### src/rtl/tank_ctrl_multi.sv
// Multi-pump tank level controller: debounced I/S sensors, round-robin pump
// rotation in HALF, sticky FAULT on inconsistent sensors.
module tank_debounce #(
  parameter int FILTER_CYCLES = 4
) (
  input  logic clk,
  input  logic reset,
  input  logic raw,
  output logic filt
);
  localparam int CW = $clog2(FILTER_CYCLES + 1);

  logic [CW-1:0] cnt;
  logic [CW-1:0] cnt_inc;

  assign cnt_inc = cnt + 1'b1;

  always_ff @(posedge clk or negedge reset) begin
    if (!reset) begin
      filt <= 1'b1;
      cnt  <= '0;
    end else if (raw == filt) begin
      cnt <= '0;
    end else if (cnt_inc == CW'(FILTER_CYCLES)) begin
      filt <= raw;
      cnt  <= '0;
    end else begin
      cnt <= cnt_inc;
    end
  end
endmodule

module tank_ctrl_multi #(
  parameter int NUM_PUMPS     = 4,
  parameter int FILTER_CYCLES = 4,
  parameter int PTR_W         = $clog2(NUM_PUMPS)
) (
  input  logic                 clk,
  input  logic                 reset,
  input  logic                 I,
  input  logic                 S,
  input  logic [NUM_PUMPS-1:0] pump_en,
  input  logic                 fault_clr,
  output logic [NUM_PUMPS-1:0] B,
  output logic [1:0]           level_state,
  output logic [PTR_W-1:0]     active_pump,
  output logic                 fault,
  output logic                 no_pump
);
  typedef enum logic [1:0] {
    EMPTY = 2'b00,
    HALF  = 2'b01,
    FAULT = 2'b10,
    FULL  = 2'b11
  } state_t;

  state_t state, state_nxt, sensed;

  logic [1:0]           raw_v;
  logic [1:0]           filt_v;
  logic [PTR_W-1:0]     ptr_adv, ptr_nxt, idx_p;
  logic                 found;
  logic [NUM_PUMPS-1:0] b_nxt;

  // Index 1 = I (lower sensor), index 0 = S (upper sensor)
  assign raw_v = {I, S};

  for (genvar g = 0; g < 2; g++) begin : g_db
    tank_debounce #(.FILTER_CYCLES(FILTER_CYCLES)) u_db (
      .clk   (clk),
      .reset (reset),
      .raw   (raw_v[g]),
      .filt  (filt_v[g])
    );
  end

  always_comb begin
    case (filt_v)
      2'b11:   sensed = FULL;
      2'b10:   sensed = HALF;
      2'b00:   sensed = EMPTY;
      default: sensed = FAULT;
    endcase
  end

  // Next enabled pump strictly after the current pointer; holds if none enabled
  always_comb begin
    ptr_adv = active_pump;
    found   = 1'b0;
    idx_p   = '0;
    for (int i = 1; i <= NUM_PUMPS; i++) begin
      idx_p = PTR_W'((int'(active_pump) + i) % NUM_PUMPS);
      if (!found && pump_en[idx_p]) begin
        ptr_adv = idx_p;
        found   = 1'b1;
      end
    end
  end

  always_comb begin
    state_nxt = state;
    ptr_nxt   = active_pump;
    b_nxt     = '0;
    if (state == FAULT) begin
      if (fault_clr && sensed != FAULT) state_nxt = sensed;
    end else begin
      state_nxt = sensed;
    end
    if (state_nxt == HALF && (state != HALF || !pump_en[active_pump]))
      ptr_nxt = ptr_adv;
    case (state_nxt)
      EMPTY:   b_nxt = pump_en;
      HALF:    b_nxt = pump_en & (NUM_PUMPS'(1) << ptr_nxt);
      default: b_nxt = '0;
    endcase
  end

  always_ff @(posedge clk or negedge reset) begin
    if (!reset) begin
      state       <= FULL;
      B           <= '0;
      active_pump <= PTR_W'(NUM_PUMPS - 1);
      fault       <= 1'b0;
      no_pump     <= 1'b0;
    end else begin
      state       <= state_nxt;
      B           <= b_nxt;
      active_pump <= ptr_nxt;
      fault       <= (state_nxt == FAULT);
      no_pump     <= ~|pump_en;
    end
  end

  assign level_state = state;
endmodule

### config.mk
export PLATFORM = sky130hd
export DESIGN_NAME = tank_ctrl_multi
export DESIGN_NICKNAME = d
export VERILOG_FILES = /design/src/rtl/tank_ctrl_multi.sv
export SDC_FILE = /design/constraint.sdc
export NUM_CORES = 1
export LEC_CHECK = 0
export ABC_CLOCK_PERIOD_IN_PS = 2800
export CELL_PAD_IN_SITES_DETAIL_PLACEMENT = 0
export CELL_PAD_IN_SITES_GLOBAL_PLACEMENT = 1
export CORE_MARGIN = 10
export CORE_UTILIZATION = 35
export CTS_CLUSTER_DIAMETER = 30
export DETAILED_ROUTE_END_ITERATION = 12
export GPL_TIMING_DRIVEN = 0
export HOLD_SLACK_MARGIN = 0.15
export PLACE_DENSITY = 0.67
export SETUP_SLACK_MARGIN = 0.5
export SYNTH_ARGS = -nofsm -noshare
export SYNTH_HDL_FRONTEND = slang
export SYNTH_SLANG_ARGS = --single-unit
### constraint.sdc
create_clock -name clk -period 2.8 [get_ports clk]
set_input_delay 0.56 -clock clk [delete_from_list [all_inputs] [get_ports clk]]
set_output_delay 0.56 -clock clk [all_outputs]
set_load 0.1 [all_outputs]
==> metrics <==
Post-DP Area=1171 um^2; Min-Delay Endpoint=no_pump; vias after detailed routing=742; Required @ worst endpoint=2990 ps; Port Buffers=14; largest cells by area after synthesis=dfrtp_1 (30%), dfstp_2 (16%), ha_1 (5.1%); number of distinct library cells after synthesis=40; WL/cell=14.38 um; core region area=2734 um^2; post-synth top area cell=dfrtp_1; CTS tree=done; TNS Setup=0 ps; IO Pins=19; CTS Buf Count=3; initial cell density of the core=0.3616; final net count=126; hold_sp=pump_en[1]; critical path type=flop to flop; Die ar.=5349 um^2; Routed Antenna Nets=0; Post-CTS Hold Buffers=0; Layout Area Growth over Synthesis=32.03%; max layer used=met4; DRC=0; Die W=73.14 um; Final Skew=2.580 ps; status=complete, no violations; RSZ-0062 raised after global routing=true; Remaining Overflow, GRT=0; FP Rows=19; met2 wire len=1063 um; Root Buffer=clkbuf_4; Synth top area share=0.3038; FILL cells=246; Arr. time, crit path=2490 ps; relative slew slack=0.3589; Final Cell Area=1305 um^2; CTS max path bufs=2; ys async rst share=1.000; clk sinks=18; # diodes=0; average footprint of a synthesized cell=11.23 um^2; H-tree lvl count=1; top cells by count, synth=dfrtp_1 (12), inv_1 (7), dfstp_2 (6); register bit total from synthesis=18; number of antenna violations at the first check in global routing=0; Synth Warn #=0; gr usage total=0.07924; Worst Reg-to-Reg Cells=8; Crit Path Max Fanout=7; Final setup viols=0; crit-path cells=buf_8 -> or2b_1 -> a2111oi_4 -> o31a_2 -> nor4_4 -> xnor2_2 -> buf_4 -> o41ai_2; first-pass GRT wire length=3456 um; Pins Over Slew Limit=0; vias in the first global route=762; Worst Hold Depth=2; Max Freq=434.4 MHz; crit-path max cell delay=640 ps; largest net degree at the start of global routing=19; Worst R2R Start=active_pump[0]; Via density=5.189; worst skew pair latency=290 ps; Post-Route WL=2056 um; Final Cycle Share=0.8222; Worst Max-Slew Pin Slew=965.4 ps; pre-CTS setup slack=411.6 ps; RR Endpoint=B[1]; dpl hpwl=1515 um; Post-synth top flop=dfrtp_1; Post-Syn Instances=88; crit start category=flop; min cycle time layout=2302 ps; CTS clk-pin slew, worst paths=100 ps; flop2flop setup slack=500 ps; Hold/Removal Path Class=input port to flop; most frequent cell after synthesis=dfrtp_1; chip height=73.14 um; Initial DRC Count=21; synthesized area=988.4 um^2; Seq/Total Area, Yosys=0.4633; Worst Hold Slack=472.8 ps; met3 WL post-DR=107 um; first-pass iteration count of the detailed router=4; crit end category=flop; WL met1=875 um; GPL Wtd Cong=0.7796; Net Count, Synth=101; setup slack after layout=497.9 ps; Worst path slowest cell=dfstp_4; Fin. Hold Viols=0; Max-cap violations=0; EDFF count, synth=0; proportion of layout cells with a drive suffix above 1=0.3571
==> worst max-delay path by stage <==
stage,endpoint,startpoint
floorplan,B[1],active_pump[0]
global placement,B[1],fault_clr
detailed placement,B[1],fault_clr
CTS,active_pump[1],active_pump[1]
global route,B[1],active_pump[0]
finish,B[1],active_pump[0]
==> layer usage <==
metal | up-vias | track usage
met5 | - | 0
met4 | 0 | 0.01899
met3 | 2 | 0.03265
met2 | 12 | 0.1375
met1 | 369 | 0.08682
li1 | 359 | -
==> logic make-up (layout without fill, tap and decap cells) <==
logic type | count (synthesis) | after routing | share of synthesized area
AND/OR/NAND/NOR | 26 | 26 | 0.1582
flip-flops | 18 | 18 | 0.4633
AO/OA/AOI/OAI | 16 | 16 | 0.1342
buffers and inverters | 14 | 38 | 0.07215
XOR/XNOR | 5 | 5 | 0.05191
multiplexers | 5 | 5 | 0.06961
adder cells (fa/ha/maj) | 4 | 4 | 0.05063
==> through the flow <==
stage / cells / utilization
5_1_grt: 143 / 0.4773
6_report: 143 / 0.4773
4_1_cts: 141 / 0.4522
3_5_place_dp: 133 / 0.4284
3_3_place_gp: 133 / 0.4284
2_1_floorplan: 88 / -
==> registers in the layout, indices dropped and copies added, names as in the netlist <==
| register | flops |
|---|---|
| no_pump | 1 |
| fault | 1 |
| g_db.u_db.cnt | 6 |
| g_db.u_db.filt | 2 |
| level_state | 2 |
| B | 4 |
| active_pump | 2 |
==> final cells by class <==
class | instances | area (um^2) | share of cell area
plain buffers | 5 | 41.29 | 0.03164
clock buffers | 4 | 36.28 | 0.02780
inverters | 9 | 33.78 | 0.02589
multi-input cells | 56 | 519.2 | 0.3979
flip-flops and latches | 18 | 461.7 | 0.3538
well taps | 31 | 38.79 | 0.02972
repair buffers | 20 | 173.9 | 0.1333
==> placed cells by master (no fill, tap or decap), drive strengths merged, types with 2 or more instances in the layout <==
master / n
nor3: 2
ha: 4
dfstp: 6
o31ai: 3
o22ai: 2
dlygate4sd2: 6
nor2: 3
inv: 9
dfrtp: 12
clkbuf: 6
nand3: 4
xor2: 2
mux2: 2
mux2i: 2
a21oi: 2
clkdlybuf4s50: 4
a211oi: 2
nor4: 3
clkdlybuf4s15: 3
xnor2: 3
buf: 10
nor3b: 2
nand2: 5
nor2b: 2
==> critical path, delay by kind of cell (launching register included) <==
kind	cells	cell delay, ps
buf+inv	2	260
xor+xnor	1	170
compound gates	3	800
simple gates	2	330
flops	1	640
==> what timing repair did <==
| item | 4_1_cts | 5_1_grt |
|---|---|---|
| buffers inserted | 4 | 2 |
| pin swaps | 2 | 5 |
| resized for setup | 13 | 12 |
| endpoints found under the setup margin | 13 | 7 |
Power is not shown: default switching activity piles up to over one toggle a cycle in this logic, so the estimate is an artifact.
